<file path="config.mk">
export PLATFORM = sky130hd
export DESIGN_NAME = swd_host
export DESIGN_NICKNAME = d
export VERILOG_FILES = /design/src/rtl/swd_pkg.sv /design/src/rtl/swd_clkgen.sv /design/src/rtl/swd_host.sv
export SDC_FILE = /design/constraint.sdc
export NUM_CORES = 1
export LEC_CHECK = 0
export ABC_AREA = 1
export CAP_MARGIN = 20
export CORE_MARGIN = 4
export CORE_UTILIZATION = 50
export CTS_CLUSTER_SIZE = 16
export DETAILED_ROUTE_END_ITERATION = 6
export DONT_BUFFER_PORTS = 1
export PLACE_DENSITY_LB_ADDON = 0.1
export SKIP_CTS_REPAIR_TIMING = 1
export SLEW_MARGIN = 20
export SYNTH_ARGS = -nofsm -noshare
export SYNTH_HDL_FRONTEND = slang
export SYNTH_SLANG_ARGS = --single-unit
</file>
<file path="constraint.sdc">
create_clock -name clkin -period 3.4 [get_ports clkin]
set_input_delay 0 -clock clkin [delete_from_list [all_inputs] [get_ports clkin]]
set_output_delay 0 -clock clkin [all_outputs]
set_load 0.03 [all_outputs]
</file>
<file path="src/rtl/swd_pkg.sv">
// Shared types and constants for the SWD host engine.
// Commands, ACK codes, FSM states and header/sequence helpers.
package swd_pkg;

    typedef enum logic [1:0] {
        CMD_XFER = 2'd0,
        CMD_LRST = 2'd1,
        CMD_JTAG = 2'd2,
        CMD_RSVD = 2'd3
    } cmd_e;

    localparam logic [2:0] ACK_OK    = 3'b001;
    localparam logic [2:0] ACK_WAIT  = 3'b010;
    localparam logic [2:0] ACK_FAULT = 3'b100;

    typedef enum logic [3:0] {
        IDLE,
        SEQ,
        HDR,
        TRN1,
        ACK,
        RDATA,
        TRN2,
        WDATA,
        TAIL,
        DONE
    } state_e;

    localparam int          LINE_RESET_LEN = 56;
    localparam logic [15:0] JTAG2SWD       = 16'hE79E;

    // Header byte, bit 0 goes out first.
    function automatic logic [7:0] swd_hdr(
        input logic       ap,
        input logic       rnw,
        input logic [1:0] a
    );
        return {1'b1, 1'b0, ap ^ rnw ^ a[0] ^ a[1],
                a[1], a[0], rnw, ap, 1'b1};
    endfunction

    // Bit idx of a sequence segment: a run of ones, then the
    // JTAG-to-SWD pattern (pat) or zeros.
    function automatic logic seq_bit(
        input logic       pat,
        input logic [6:0] idx
    );
        logic [6:0] k;
        k = idx - 7'(LINE_RESET_LEN);
        if (idx < 7'(LINE_RESET_LEN)) return 1'b1;
        if (pat) return JTAG2SWD[k[3:0]];
        return 1'b0;
    endfunction

    // Last bit index of the current sequence segment.
    function automatic logic [6:0] seq_last(
        input logic jtag,
        input logic tail
    );
        if (jtag && !tail) return 7'(LINE_RESET_LEN + 15);
        if (jtag) return 7'(LINE_RESET_LEN + 7);
        return 7'(LINE_RESET_LEN + 1);
    endfunction

endpackage

</file>
<file path="src/rtl/swd_clkgen.sv">
// SWCLK divider: toggles swclk every DIV_HALF clkin cycles while
// enabled, and flags the cycles where swclk rises or falls.
module swd_clkgen #(
    parameter int DIV_HALF = 24
) (
    input  logic clkin,
    input  logic rst,
    input  logic en,
    output logic swclk,
    output logic rise,
    output logic fall
);

    localparam logic [7:0] LAST = 8'(DIV_HALF - 1);

    logic [7:0] cnt;
    logic       tick;

    assign tick = en && (cnt == LAST);
    assign rise = tick && !swclk;
    assign fall = tick && swclk;

    // Half-period counter; held at zero with swclk low when idle.
    always_ff @(posedge clkin or posedge rst) begin
        if (rst) begin
            cnt   <= '0;
            swclk <= 1'b0;
        end else if (!en) begin
            cnt   <= '0;
            swclk <= 1'b0;
        end else if (tick) begin
            cnt   <= '0;
            swclk <= ~swclk;
        end else begin
            cnt <= cnt + 8'd1;
        end
    end

endmodule

</file>
<file path="src/rtl/swd_host.sv">
// SWD host engine: runs one transfer, line reset or JTAG-to-SWD
// switch per accepted request and reports ACK/data/parity.
module swd_host
    import swd_pkg::*;
#(
    parameter int DIV_HALF    = 24,
    parameter int IDLE_CYCLES = 8
) (
    input  logic        clkin,
    input  logic        rst,
    input  logic        req_valid,
    output logic        req_ready,
    input  logic [1:0]  req_cmd,
    input  logic        req_ap,
    input  logic        req_rnw,
    input  logic [1:0]  req_addr,
    input  logic [31:0] req_wdata,
    output logic        rsp_valid,
    output logic [2:0]  rsp_ack,
    output logic [31:0] rsp_rdata,
    output logic        rsp_perr,
    output logic        swclk,
    output logic        swdio_o,
    output logic        swdio_oe,
    input  logic        swdio_i
);

    localparam logic [6:0] TAIL_LAST = 7'(IDLE_CYCLES - 1);

    state_e      state;
    logic [6:0]  bcnt;
    logic [32:0] sr;
    logic [7:0]  hdr_q;
    logic        rnw_q;
    logic        jtag_q;
    logic        tail_q;
    logic [2:0]  ack_q;
    logic        clk_en;
    logic        rise;
    logic        fall;

    assign clk_en = (state != IDLE) && (state != DONE);

    swd_clkgen #(
        .DIV_HALF(DIV_HALF)
    ) u_clkgen (
        .clkin(clkin),
        .rst  (rst),
        .en   (clk_en),
        .swclk(swclk),
        .rise (rise),
        .fall (fall)
    );

    // Protocol FSM: drives on swclk fall, samples on swclk rise.
    always_ff @(posedge clkin or posedge rst) begin
        if (rst) begin
            state     <= IDLE;
            req_ready <= 1'b1;
            rsp_valid <= 1'b0;
            rsp_ack   <= '0;
            rsp_rdata <= '0;
            rsp_perr  <= 1'b0;
            swdio_o   <= 1'b1;
            swdio_oe  <= 1'b0;
            bcnt      <= '0;
            sr        <= '0;
            hdr_q     <= '0;
            rnw_q     <= 1'b0;
            jtag_q    <= 1'b0;
            tail_q    <= 1'b0;
            ack_q     <= '0;
        end else begin
            rsp_valid <= 1'b0;
            unique case (state)
                IDLE: begin
                    req_ready <= 1'b1;
                    if (req_valid && req_ready) begin
                        req_ready <= 1'b0;
                        bcnt      <= '0;
                        ack_q     <= '0;
                        rsp_perr  <= 1'b0;
                        tail_q    <= 1'b0;
                        hdr_q     <= swd_hdr(req_ap, req_rnw, req_addr);
                        rnw_q     <= req_rnw;
                        sr        <= {^req_wdata, req_wdata};
                        jtag_q    <= (req_cmd == CMD_JTAG);
                        // Header start bit and sequences both open with 1.
                        swdio_o   <= 1'b1;
                        swdio_oe  <= 1'b1;
                        state     <= (req_cmd == CMD_XFER) ? HDR : SEQ;
                    end
                end
                SEQ: begin
                    if (fall) begin
                        if (bcnt == seq_last(jtag_q, tail_q)) begin
                            bcnt    <= '0;
                            swdio_o <= 1'b1;
                            if (jtag_q && !tail_q) begin
                                tail_q <= 1'b1;
                            end else begin
                                swdio_oe <= 1'b0;
                                state    <= DONE;
                            end
                        end else begin
                            bcnt    <= bcnt + 7'd1;
                            swdio_o <= seq_bit(jtag_q && !tail_q,
                                               bcnt + 7'd1);
                        end
                    end
                end
                HDR: begin
                    if (fall) begin
                        if (bcnt == 7'd7) begin
                            bcnt     <= '0;
                            swdio_oe <= 1'b0;
                            state    <= TRN1;
                        end else begin
                            bcnt    <= bcnt + 7'd1;
                            swdio_o <= hdr_q[bcnt[2:0] + 3'd1];
                        end
                    end
                end
                TRN1: begin
                    if (fall) state <= ACK;
                end
                ACK: begin
                    if (rise) ack_q <= {swdio_i, ack_q[2:1]};
                    if (fall) begin
                        if (bcnt == 7'd2) begin
                            bcnt  <= '0;
                            state <= (ack_q == ACK_OK && rnw_q) ? RDATA
                                                                : TRN2;
                        end else begin
                            bcnt <= bcnt + 7'd1;
                        end
                    end
                end
                RDATA: begin
                    if (rise) sr <= {swdio_i, sr[32:1]};
                    if (fall) begin
                        if (bcnt == 7'd32) begin
                            bcnt      <= '0;
                            rsp_rdata <= sr[31:0];
                            rsp_perr  <= ^sr;
                            state     <= TRN2;
                        end else begin
                            bcnt <= bcnt + 7'd1;
                        end
                    end
                end
                TRN2: begin
                    if (fall) begin
                        bcnt     <= '0;
                        swdio_oe <= 1'b1;
                        if (ack_q == ACK_OK && !rnw_q) begin
                            swdio_o <= sr[0];
                            state   <= WDATA;
                        end else if (IDLE_CYCLES == 0) begin
                            swdio_o  <= 1'b1;
                            swdio_oe <= 1'b0;
                            state    <= DONE;
                        end else begin
                            swdio_o <= 1'b0;
                            state   <= TAIL;
                        end
                    end
                end
                WDATA: begin
                    if (fall) begin
                        if (bcnt == 7'd32) begin
                            bcnt <= '0;
                            if (IDLE_CYCLES == 0) begin
                                swdio_o  <= 1'b1;
                                swdio_oe <= 1'b0;
                                state    <= DONE;
                            end else begin
                                swdio_o <= 1'b0;
                                state   <= TAIL;
                            end
                        end else begin
                            bcnt    <= bcnt + 7'd1;
                            swdio_o <= sr[1];
                            sr      <= {1'b0, sr[32:1]};
                        end
                    end
                end
                TAIL: begin
                    if (fall) begin
                        if (bcnt == TAIL_LAST) begin
                            bcnt     <= '0;
                            swdio_o  <= 1'b1;
                            swdio_oe <= 1'b0;
                            state    <= DONE;
                        end else begin
                            bcnt <= bcnt + 7'd1;
                        end
                    end
                end
                DONE: begin
                    rsp_valid <= 1'b1;
                    rsp_ack   <= ack_q;
                    state     <= IDLE;
                end
                default: state <= IDLE;
            endcase
        end
    end

endmodule

</file>
# Yosys cells after proc, flatten, opt, wreduce, memory -nomap -nowiden
# Memory sizes are Yosys's and may differ from the RTL's.
# Index checks and enable logic that the tools add are counted.
dict set report totals {
  ff_bits 106
  latch_bits 0
  ramBits 0
  romBits 16
  out_inout_bits 41
  mem_count 1
}
# memory words word_bits rd rd_clocked_by_memory_dff write_ports line_no
set mem_list {}
lappend mem_list {{(name not given)} 16 1 1 0 0 swd_pkg.sv:51} ;# if (pat) return JTAG2SWD[k[3:0]];
dict set report op_classes {
  n_addsub 4
  mul 0
  div_mod_pow 0
  order_cmp 3
  eq_ne 42
  n_shift 0
  mux 100
  bitwise_logic 4
  n_reduce_logical 35
}
# cell count
set op_table {}
lappend op_table {{33-bit two-way mux} 4}
lappend op_table {{7-bit two-way mux} 16}
lappend op_table {{33-bit one-hot mux with 3 select lines} 1}
lappend op_table {{4-bit two-way mux} 17}
lappend op_table {{1-bit two-way mux} 48}
lappend op_table {{2-bit != test, second input constant} 22}
lappend op_table {{7-bit one-hot mux with 6 select lines} 1}
lappend op_table {{4-bit one-hot mux with 9 select lines} 1}
lappend op_table {{33-bit parity} 1}
lappend op_table {{32-bit parity} 1}
lappend op_table {{4-bit by 3-bit == test with 1-bit output, second input constant} 4}
lappend op_table {{8-bit two-way mux} 2}
lappend op_table {{16-bit AND reduction} 1}
lappend op_table {{6-bit nonzero test} 2}
lappend op_table {{5-bit AND reduction} 2}
lappend op_table {{9-bit AND reduction} 1}
lappend op_table {{8-bit by 1-bit adder with 8-bit output, second input constant} 1}
lappend op_table {{4-bit by 2-bit == test with 1-bit output, second input constant} 2}
lappend op_table {{4-bit == test, second input constant} 2}
lappend op_table {{8-bit by 5-bit == test with 1-bit output, second input constant} 1}
lappend op_table {{1-bit logical AND} 8}
lappend op_table {{8-bit AND reduction} 1}
lappend op_table {{4-bit nonzero test} 2}
lappend op_table {{7-bit by 1-bit adder with 7-bit output, second input constant} 1}
lappend op_table {{other kinds (33)} 46}

# Logic depth before layout (Yosys ltp)
# Gate-level depths: netlist of the first run.
dict set report logic_depth {
  word_depth 26
  ltp_mapped 15
}

# Cells and area by module
# A second synthesis of the first run with hierarchy kept.
dict set report unflattened {
  cells_unflattened 960
  area_unflattened_um2 6757.7
}
# mod n_inst cells_each area_per_inst_um2 seq_area_each_um2
set modules_own_cells {}
lappend modules_own_cells {swd_host 1 893 6263.5 2379.8}
lappend modules_own_cells {swd_clkgen 1 67 494.2 225.2}

# Worst setup path after synthesis of the first run
# Ideal clock, no wire load.
dict set report synth_path {
  path_type {flip-flop to flip-flop}
  start {reg bcnt[0]}
  end {reg sr[14]}
  setup_time_ns 0.121
  t_arrival_ns 1.730
  slack_ns 1.549
  path_stages_with_launch 12
  period_less_slack_ns 1.851
  path_cell_list {dfrtp_1 > clkbuf_1 > inv_1 > ha_1 > nand3_1 > inv_1 > o21ai_2 > nand2_1 > buf_6 > buf_4 > nor2_1 > a21oi_1}
}
dict set report synth_between {
  elab_chain_len 3
}
# element line_no
set synth_rtl {}
lappend synth_rtl {{start, declared} swd_host.sv:31} ;# logic [6:0] bcnt;
lappend synth_rtl {{start signal, assigned} swd_host.sv:106} ;# bcnt <= bcnt + 7'd1;
lappend synth_rtl {{start signal, assigned} swd_host.sv:119} ;# bcnt <= bcnt + 7'd1;
lappend synth_rtl {{start signal, assigned} swd_host.sv:135} ;# bcnt <= bcnt + 7'd1;
lappend synth_rtl {{7-bit by 6-bit == test with 1-bit output} swd_host.sv:171} ;# if (bcnt == 7'd32) begin
lappend synth_rtl {{2-bit != test (no line)} -}
lappend synth_rtl {{5-bit AND reduction (no line)} -}
lappend synth_rtl {{end signal, assigned} swd_host.sv:86} ;# sr <= {^req_wdata, req_wdata};
lappend synth_rtl {{end signal, assigned} swd_host.sv:140} ;# if (rise) sr <= {swdio_i, sr[32:1]};
lappend synth_rtl {{end signal, assigned} swd_host.sv:184} ;# sr <= {1'b0, sr[32:1]};
lappend synth_rtl {{end, declared} swd_host.sv:32} ;# logic [32:0] sr;
# No other way between the ends.
# A chain may end at the register's enable or synchronous reset.

# Worst setup path after layout of the first run
dict set report layout_path {
  start {reg state[1]}
  end {reg sr[18]}
}
dict set report layout_between {
  elab_chain_len 6
}
# element line_no
set layout_rtl {}
lappend layout_rtl {{start, declared} swd_host.sv:30} ;# state_e state;
lappend layout_rtl {{start signal, assigned} swd_host.sv:91} ;# state <= (req_cmd == CMD_XFER) ? HDR : SEQ;
lappend layout_rtl {{start signal, assigned} swd_host.sv:132} ;# state <= (ack_q == ACK_OK && rnw_q) ? RDATA
lappend layout_rtl {{4-bit != test or 4-bit nonzero test (tied branches)} swd_host.sv:42} ;# assign clk_en = (state != IDLE) && (state != DONE);
lappend layout_rtl {{1-bit logical AND} swd_host.sv:42}
lappend layout_rtl {{1-bit logical AND} swd_clkgen.sv:19} ;# assign tick = en && (cnt == LAST);
lappend layout_rtl {{1-bit logical AND (on tied branches)} {swd_clkgen.sv:20, swd_clkgen.sv:21}}
lappend layout_rtl {{2-bit != test (no line)} -}
lappend layout_rtl {{5-bit AND reduction (no line)} -}
# Parallel ways exist; a longest one is shown, timed or not.

==> results.py, run 1 <==
metrics = {
    "routing": {
        "routed-wl-met3_um": 879,
        "wl_mm": 15.06,
        "drt-initial-drc-count": 338,
        "ant_nets": 0,
        "drt-wirelength-per-cell_um": 12.91,
        "top_layer": "met4",
        "num_vias": 5804,
        "met1_length_mm": 7.054,
        "dr.pass1.iters": 5,
        "drc": 0,
        "via_per_inst": 4.978,
        "wl_met2_mm": 6.904,
    },
    "power": {
        "power_density_nw_per_um2": 834.3,
        "total_power_mw": 6.025,
        "p_leak_nw": 3.821,
        "vdd_ir_drop_max_mv": 0.3589,
    },
    "final_layout": {
        "regArea_um2": 2605,
        "nNetsFinal": 1035,
        "fin_cells": 1166,
        "fin_area_um2": 7222,
        "syn2layout_area_growth_pct": 9.505,
        "fillers": 1257,
        "drive_gt1_share_pct": 5.634,
        "multi_input_area_um2": 3382,
        "diodes": 0,
    },
    "clocking": {
        "cts_root_buf": "clkbuf_16",
        "cts.sinks": 104,
        "clock_latency_ps": 360,
        "htree_levels": 3,
        "cts_tree": "yes",
        "clkSlewWorstSetupHoldPaths_ps": 70,
        "clock_path_buffers": 2,
        "numCtsBuffers": 9,
    },
    "timing": {
        "setup_ws_ps": 1046,
        "rsz0062_at_grt": "false",
        "setup_violations": 0,
        "fin_crit_sh_pct": 69.22,
        "fin_skew_ps": 9.305,
        "hold_ws_ps": -61.92,
        "final-hold-violation-count": 16,
        "relSlewSlack_pct": 61.31,
        "fin_tns_setup_ps": 0,
        "maxSlewViolCount": 0,
        "fin_crit_ps": 2354,
        "max_freq_mhz": 424.9,
        "tightest_slew_ps": 578.4,
    },
    "logic_synthesis": {
        "synth_area_um2": 6595,
        "synth-seq-area-share_pct": 39.50,
        "synth-simple-area-share_pct": 32.37,
        "yosys_warnings": 0,
        "synth_top_area_share_pct": 38.70,
        "synth_area_per_cell_um2": 6.737,
        "synth_fp_nets": 1025,
        "ys_seq_elements": 104,
        "synth_cell_types": 40,
        "ys_top_cells_by_area": "dfrtp_1 (39%), nand2_1 (20%), o21ai_0 (7.6%), inv_1 (6.9%), nor2_1 (5.0%)",
        "synth_fa_ha_area_share_pct": 0.7589,
        "synth_compound_area_share_pct": 12.86,
        "synthMuxAreaShare_pct": 0,
        "synth_top_area_cell": "dfrtp_1",
        "synth_top_family_by_area": "simple AND/OR/NAND/NOR gates",
        "synth_xor_xnor_area_share_pct": 5.179,
        "synth_cells": 979,
    },
    "worst_setup_path": {
        "slowest_stage": "dfrtp_1",
        "critPathCaptureType": "register",
        "start_kind": "register",
        "critical_path.max_fanout": 29,
        "critPathBufInv": 1,
        "worst_path_dominant_cell_family": "simple AND/OR/NAND/NOR gates",
        "crit_path_cell_trace": "nor2_1 -> nand3_2 -> nand2_4 -> nor2_4 -> nand2_4 -> o21ai_2 -> nand2_2 -> buf_4 -> nor2_1 -> a21oi_1",
        "cp.required_ps": 3690,
        "cp.arrival_ps": 2640,
        "slowest_delay_ps": 460,
        "crit_type": "register to register",
    },
    "flow_run": {
        "drv_cap": 0,
    },
    "placed_design": {
        "placed_cell_area_um2": 6731,
        "dpl_worst_slack_ps": 1066,
        "gp_congestion": 0.8999,
        "dp.cells": 1131,
        "numPortBuffers": 0,
        "dp_hpwl_mm": 11.19,
    },
    "die": {
        "start_util_pct": 51.63,
        "rows": 41,
        "coreArea_um2": 12770,
        "ios": 83,
        "fp.dieH_um": 122.9,
        "die_w_um": 122.9,
        "dieArea_um2": 15090,
    },
    "global_route": {
        "grt_pass1_vias": 5370,
        "grt_overflow": 0,
        "antenna_found_initial": 0,
        "grt_max_degree": 65,
        "grt_pass1_wl_mm": 25.16,
        "grt_usage_pct": 21.11,
    },
    "run_status": {
        "status": "finished with violations",
        "violations": "negative hold slack",
    },
    "worst_hold_path": {
        "hp-class": "input port to register",
    },
}
==> power by group <==
group          leakage (nW)  internal, mW  switching [mW]
Clock                 0.139         0.593           0.476
Combinational          2.36          1.07            1.93
Sequential             1.32          1.57           0.392
==> placed cells by master (no fill, tap or decap), drive strengths merged, types with 3 or more instances in the layout <==
| cell | count |
|---|---|
| nor2 | 93 |
| buf | 6 |
| ha | 4 |
| nor3b | 3 |
| xor2 | 16 |
| and3 | 4 |
| o21ai | 109 |
| a21oi | 41 |
| dfrtp | 102 |
| nor3 | 13 |
| dlygate4sd3 | 19 |
| xnor2 | 23 |
| nand4 | 3 |
| nand2 | 367 |
| inv | 125 |
| clkbuf | 12 |
| nand3 | 35 |
==> Yosys cell counts <==
| cell | count |
|---|---|
| a211oi_1 | 2 |
| a21boi_1 | 1 |
| a21oi_1 | 30 |
| a21oi_2 | 11 |
| a31oi_1 | 1 |
| and2_1 | 2 |
| and3_1 | 4 |
| buf_1 | 1 |
| buf_2 | 6 |
| buf_4 | 1 |
| buf_6 | 5 |
| clkbuf_1 | 13 |
| dfrtp_1 | 102 |
| dfstp_2 | 2 |
| ha_1 | 4 |
| inv_1 | 121 |
| inv_2 | 4 |
| nand2_1 | 359 |
| nand2_2 | 5 |
| nand2_4 | 3 |
| nand3_1 | 34 |
| nand3_2 | 1 |
| nand3b_1 | 1 |
| nand4_1 | 3 |
| nor2_1 | 88 |
| nor2_2 | 4 |
| nor2_4 | 1 |
| nor3_1 | 12 |
| nor3_2 | 1 |
| nor3b_1 | 3 |
| nor4_1 | 1 |
| o2111ai_1 | 1 |
| o21ai_0 | 100 |
| o21ai_1 | 8 |
| o21ai_2 | 1 |
| o31ai_1 | 2 |
| or2_0 | 1 |
| or2_2 | 1 |
| xnor2_1 | 23 |
| xor2_1 | 16 |
==> cell type report <==
type | count | area share, %
multi-input cells | 724 | 46.83
flip-flops and latches | 104 | 36.07
inverters | 125 | 6.532
repair buffers | 25 | 3.430
clock buffers | 12 | 3.413
well taps | 172 | 2.980
clock inverters | 4 | 0.7450
==> state kept, by name, summed over array words and instances (netlist names), 3 cells and up <==
name          count
ack_q             3
bcnt              7
hdr_q             6
rsp_ack           3
rsp_rdata        32
sr               33
state             4
u_clkgen.cnt      8
==> tightest hold or removal path, cell delays in order <==
cell     delay [ps]
nand2_1          30
o21ai_0          60
nor2_1           50
a21oi_1         110
==> through the flow <==
stage,hold WS [ps],utilization (%)
3_5_place_dp,-87.65,52.70
6_report,-61.92,56.54
2_1_floorplan,116.6,-
5_1_grt,1.334,56.54
3_3_place_gp,-90.31,52.70
4_1_cts,-480.1,55.05
==> cell families (layout without fill, tap and decap cells) <==
| family | Yosys count | count (layout) |
|---|---|---|
| flops | 104 | 104 |
| fa+ha+maj | 4 | 4 |
| xor+xnor | 39 | 39 |
| compound gates | 157 | 157 |
| buf+inv | 151 | 166 |
| simple gates | 524 | 524 |
==> final timing paths <==
check / to / cells after the start / slack (ps) / from
max: sr[18]$_DFFE_PP0P_ / 10 / 1050 / state[1]$_DFFE_PP0P_
min: sr[3]$_DFFE_PP0P_ / 4 / -60 / req_wdata[3]
max reg2reg: sr[18]$_DFFE_PP0P_ / 10 / 1050 / state[1]$_DFFE_PP0P_
min reg2reg: u_clkgen.cnt[0]$_DFF_PP0_ / 1 / 460 / u_clkgen.cnt[0]$_DFF_PP0_
max in group asynchronous: rsp_rdata[3]$_DFFE_PP0P_ / 3 / 2380 / rst
min in group asynchronous: rsp_rdata[28]$_DFFE_PP0P_ / 2 / 140 / rst
==> per-layer routing <==
metal  global-route usage [%]  up-vias
met5                        0        -
met2                    33.82      113
met3                    6.406       16
met4                    5.738        0
li1                         -     3076
met1                    27.79     2599
(Power assumes the default switching activity.)
==> run 2: changes to the inputs <==
clock period = 2.4 ns   (was 3.4 ns; I/O delays follow)
==> run 2 against run 1 <==
Net effect:
- combinational power increased by 44%
- sequential share of layout area fell by 0.49 points
- critical endpoint is now bcnt[6]$_DFFE_PP0P_
- sequential power up 41%
- die area did not move
- first-iteration DRC count down 5.9%
- the flow still finishes with violations (negative hold slack)
- register-to-register slack worse by 720 ps
==> results.py, run 2 (synthesis gave the netlist of run 1 again) <==
metrics = {
    "run_status": {
        "status": "finished with violations",
        "violations": "negative hold slack",
    },
    "placed_design": {
        "dpl_worst_slack_ps": 275.3,
        "gp_congestion": 0.9393,
        "dp.cells": 1137,
        "dp_hpwl_mm": 11.40,
        "numPortBuffers": 0,
    },
    "clocking": {
        "numCtsBuffers": 9,
        "clock_latency_ps": 360,
        "clkSlewWorstSetupHoldPaths_ps": 80,
        "cts_root_buf": "clkbuf_16",
        "clock_path_buffers": 2,
        "htree_levels": 3,
        "cts.sinks": 104,
        "cts_tree": "yes",
    },
    "routing": {
        "drt-initial-drc-count": 318,
        "via_per_inst": 4.968,
        "drt-wirelength-per-cell_um": 13.00,
        "wl_mm": 15.23,
        "ant_nets": 0,
        "drc": 0,
        "num_vias": 5823,
        "dr.pass1.iters": 5,
    },
    "flow_run": {
        "drv_cap": 0,
    },
    "worst_setup_path": {
        "cp.required_ps": 2660,
        "cp.arrival_ps": 2340,
        "slowest_delay_ps": 460,
        "start_kind": "register",
        "worst_path_dominant_cell_family": "simple AND/OR/NAND/NOR gates",
        "crit_type": "register to register",
        "critical_path.max_fanout": 7,
        "critPathBufInv": 1,
        "slowest_stage": "dfrtp_1",
        "critPathCaptureType": "register",
        "crit_path_cell_trace": "inv_2 -> nand3_1 -> nor2_1 -> nor2_1 -> or2_0 -> and2_1 -> nand2_1 -> nand2_1 -> o21ai_0",
    },
    "die": {
        "start_util_pct": 51.63,
        "dieArea_um2": 15090,
        "fp.dieH_um": 122.9,
        "ios": 83,
        "die_w_um": 122.9,
        "rows": 41,
        "coreArea_um2": 12770,
    },
    "power": {
        "p_int_mw": 4.727,
        "vdd_ir_drop_max_mv": 0.5743,
        "clockPowerShare_pct": 19.0,
        "pwr-share-comb_pct": 49.5,
        "power_density_nw_per_um2": 1193,
        "p_leak_nw": 3.881,
        "p_seq_share_pct": 31.5,
        "swShare_pct": 45.90,
        "p_sw_mw": 4.010,
    },
    "final_layout": {
        "multi_input_area_um2": 3387,
        "regArea_um2": 2605,
        "nNetsFinal": 1041,
        "largest_reg_flops": 33,
        "fillers": 1222,
        "final_common_cell": "nand2_1",
        "top_regs": "sr: 33 flops, rsp_rdata: 32 flops, u_clkgen.cnt: 8 flops",
        "diodes": 0,
        "final_util_pct": 57.32,
        "drive_gt1_share_pct": 6.500,
        "syn2layout_area_growth_pct": 11.02,
        "fin_cells": 1172,
        "top_register": "sr",
        "final_cell_mix": "nand2_1 (358), inv_1 (120), dfrtp_1 (102)",
    },
    "timing": {
        "hold_ws_ps": -58.42,
        "fin_crit_sh_pct": 86.44,
        "tightest_slew_ps": 692.7,
        "max_freq_mhz": 482.0,
        "maxSlewViolCount": 0,
        "fin_skew_ps": 12.75,
        "fin_crit_ps": 2075,
        "setup_ws_ps": 325.4,
        "final-hold-violation-count": 14,
        "rsz0062_at_grt": "false",
        "relSlewSlack_pct": 53.72,
        "setup_violations": 0,
        "fin_tns_setup_ps": 0,
    },
    "global_route": {
        "grt_pass1_vias": 5395,
        "grt_max_degree": 74,
        "grt_overflow": 0,
        "antenna_found_initial": 0,
        "grt_usage_pct": 21.30,
        "grt_pass1_wl_mm": 25.52,
    },
    "worst_hold_path": {
        "hp-class": "input port to register",
    },
}
[run 2: layout make-up]
type	count	area share, %
Clock buffer	10	3.264
Clock inverter	6	1.333
Inverter	125	6.459
Multi-Input combinational cell	724	46.26
Sequential cell	104	35.58
Tap cell	172	2.939
Timing Repair Buffer	31	4.170
[run 2: tightest hold or removal path, cell delays in order]
cell and delay, ps:
inv_1 40, o21ai_0 80, nor2_1 100, a21oi_1 40
[run 2: path summary, 6_finish.rpt]
kind                                       from                        end  slack (ps)  cells after the start
max reg2reg                state[3]$_DFFE_PP0P_        bcnt[6]$_DFFE_PP0P_         330                      9
min reg2reg                hdr_q[3]$_DFFE_PP0P_       hdr_q[3]$_DFFE_PP0P_         480                      2
max                        state[3]$_DFFE_PP0P_        bcnt[6]$_DFFE_PP0P_         330                      9
min                                req_wdata[4]          sr[4]$_DFFE_PP0P_         -60                      4
max in group asynchronous                   rst   rsp_rdata[7]$_DFFE_PP0P_        1360                      3
min in group asynchronous                   rst  rsp_rdata[29]$_DFFE_PP0P_         230                      2
[run 2: stage by stage]
step	hold slack [ps]	instance area, um2	power [mW]
after floorplan	116.6	6599	6.268
after global placement	7.063	6790	7.049
after detailed placement	15.16	6790	7.094
after CTS	-373.0	7127	8.792
after global routing	1.613	7322	9.654
final	-58.42	7322	8.736
[run 2: layer usage]
metal | track usage [%] | share of wire (%)
met5 | 0 | 0
met2 | 34.54 | 47
met1 | 28.56 | 47
met3 | 5.806 | 5.3
met4 | 4.619 | 1.1
[run 2: power groups by stage]
stage,registers [mW],logic (mW),clock network (mW)
final,2.76,4.32,1.66
after global placement,2.78,4.27,0
after floorplan,2.64,3.63,0
after global routing,2.83,5.05,1.78
after CTS,2.76,4.32,1.71
after detailed placement,2.79,4.30,0
==> run 3: changes to the inputs <==
GPL_TIMING_DRIVEN = 0   (was default)
clock period = 2.1 ns   (was 2.4 ns; I/O delays follow)
==> run 3 against run 2 <==
Net effect:
- the run ends with negative hold slack, negative setup slack left
- clock skew shrank 5.4 ps
- final area grew 9.4%
- combinational power grew 56%
- wire length grew 11%
- worst hold slack gained 25 ps
- non-clock buffer count grew 27
- sequential cell count is the same
- first-iteration DRC count shrank 3.5%
- final cell count grew 2.3%
- die area is the same
- largest cell class unchanged
- highest routed layer unchanged
==> results.py, run 3 (synthesis gave the netlist of run 1 again) <==
metrics = {
    "final_layout": {
        "largest_reg_flops": 33,
        "final_common_cell": "nand2_1",
        "nNetsFinal": 1068,
        "diodes": 0,
        "syn2layout_area_growth_pct": 21.46,
        "top_register": "sr",
        "drive_gt1_share_pct": 14.61,
        "top_regs": "sr: 33 flops, rsp_rdata: 32 flops, u_clkgen.cnt: 8 flops",
        "final_cell_mix": "nand2_1 (355), inv_1 (118), o21ai_0 (100)",
    },
    "global_route": {
        "grt_pass1_vias": 5531,
        "grt_pass1_wl_mm": 26.79,
        "grt_max_degree": 35,
        "grt_overflow": 0,
        "grt_usage_pct": 22.33,
        "antenna_found_initial": 0,
    },
    "routing": {
        "via_per_inst": 5.093,
        "drt-wirelength-per-cell_um": 14.16,
        "wl_mm": 16.98,
        "drt-initial-drc-count": 307,
        "ant_nets": 0,
        "drc": 0,
        "dr.pass1.iters": 4,
        "num_vias": 6107,
    },
    "die": {
        "coreArea_um2": 12770,
        "die_w_um": 122.9,
        "dieArea_um2": 15090,
        "start_util_pct": 51.63,
        "fp.dieH_um": 122.9,
        "rows": 41,
        "ios": 83,
    },
    "timing": {
        "fin_crit_sh_pct": 100.9,
        "setup_violations": 7,
        "maxSlewViolCount": 0,
        "hold_ws_ps": -33.67,
        "relSlewSlack_pct": 71.74,
        "rsz0062_at_grt": "true",
        "fin_skew_ps": 7.363,
        "setup_ws_ps": -19.69,
        "final-hold-violation-count": 5,
        "max_freq_mhz": 471.8,
        "fin_crit_ps": 2120,
        "tightest_slew_ps": 423.9,
    },
    "worst_setup_path": {
        "slowest_delay_ps": 380,
        "slowest_stage": "dfrtp_1",
        "critPathBufInv": 2,
        "worst_path_dominant_cell_family": "simple AND/OR/NAND/NOR gates",
        "cp.required_ps": 2350,
        "crit_path_cell_trace": "ha_2 -> nand2_2 -> nor3_2 -> nand2_2 -> nor2_4 -> nand2_4 -> o21ai_4 -> nand2_4 -> buf_12 -> clkbuf_16 -> nor2_4 -> a21oi_2",
        "start_kind": "register",
        "critPathCaptureType": "register",
        "crit_type": "register to register",
        "critical_path.max_fanout": 6,
        "cp.arrival_ps": 2370,
    },
    "power": {
        "vdd_ir_drop_max_mv": 0.6094,
        "p_sw_mw": 5.268,
        "pwr-share-comb_pct": 56.7,
        "p_int_mw": 6.622,
        "power_density_nw_per_um2": 1484,
        "p_seq_share_pct": 26.3,
        "clockPowerShare_pct": 17.0,
        "swShare_pct": 44.31,
        "p_leak_nw": 4.136,
    },
    "run_status": {
        "violations": "negative hold slack, negative setup slack",
        "status": "finished with violations",
    },
    "clocking": {
        "cts.sinks": 104,
        "numCtsBuffers": 9,
        "clock_path_buffers": 2,
        "htree_levels": 3,
        "cts_tree": "yes",
        "clkSlewWorstSetupHoldPaths_ps": 70,
        "clock_latency_ps": 360,
        "cts_root_buf": "clkbuf_16",
    },
    "placed_design": {
        "dpl_worst_slack_ps": -310.2,
        "dp_hpwl_mm": 12.33,
        "numPortBuffers": 0,
        "gp_congestion": 0.8975,
    },
    "worst_hold_path": {
        "hp-class": "input port to register",
    },
    "flow_run": {
        "drv_cap": 0,
    },
}
-- run 3: cell types whose count changed in the layout (fill, tap and decap cells not counted), moves of 4 or more --
cell | previous run | this run
a21oi_2 | 11 | 24
nand2_4 | 3 | 8
nor2_2 | 3 | 15
clkbuf_1 | 0 | 4
nor2_4 | 2 | 18
buf_2 | 0 | 5
dlygate4sd3_1 | 19 | 13
clkbuf_16 | 9 | 15
clkbuf_2 | 0 | 6
nor2_1 | 88 | 60
buf_12 | 2 | 8
a21oi_1 | 30 | 15
-- run 3: power by group through the flow --
stage	logic (mW)	clock network (mW)	registers (mW)
floorplan	4.15	0	3.01
global placement	5.09	0	3.14
detailed placement	5.16	0	3.15
CTS	5.18	2.07	3.11
global route	7.54	2.15	3.21
finish	6.74	2.03	3.13
-- run 3: layout make-up --
type                       count  area, um2
fill                        1176       4763
multi-input combinational    724       3696
sequential                   104       2609
inverter                     125      479.2
timing repair buffer          32      415.4
clock buffer                  12      266.5
buffer                        26      230.2
tap                          172      215.2
clock inverter                 4      98.84
-- run 3: worst paths after layout --
path,startpoint,endpoint,cells after the start,slack [ps]
max,u_clkgen.cnt[0]$_DFF_PP0_,sr[5]$_DFFE_PP0P_,12,-20
min,swdio_i,sr[32]$_DFFE_PP0P_,4,-30
max reg2reg,u_clkgen.cnt[0]$_DFF_PP0_,sr[5]$_DFFE_PP0P_,12,-20
min reg2reg,hdr_q[3]$_DFFE_PP0P_,hdr_q[3]$_DFFE_PP0P_,2,470
max in group asynchronous,rst,sr[4]$_DFFE_PP0P_,4,1280
min in group asynchronous,rst,rsp_rdata[28]$_DFFE_PP0P_,2,120
-- run 3: worst min-delay path, delay by kind of cell --
family | cells | cell delay, ps
and+or+nand+nor | 2 | 160
buffers and inverters | 1 | 50
AOI/OAI and AO/OA | 1 | 70
-- run 3: metrics by stage --
stage / utilization, % / total power, mW / instance area (um2) / TNS (ps) / instances
floorplan: - / 7.163 / 6599 / 0 / 979
global placement: 53.35 / 8.231 / 6814 / -11990 / 1151
detailed placement: 53.82 / 8.304 / 6874 / -9411 / 1154
CTS: 56.68 / 10.37 / 7239 / -11410 / 1170
global route: 62.71 / 12.90 / 8010 / -2549 / 1199
finish: 62.71 / 11.89 / 8010 / -62.06 / 1199
-- run 3: per-layer routing --
metal / track usage, % / wire length (um)
met5: 0 / 0
met4: 5.178 / 217
met3: 5.714 / 847
met2: 35.98 / 8227
met1: 30.26 / 7685
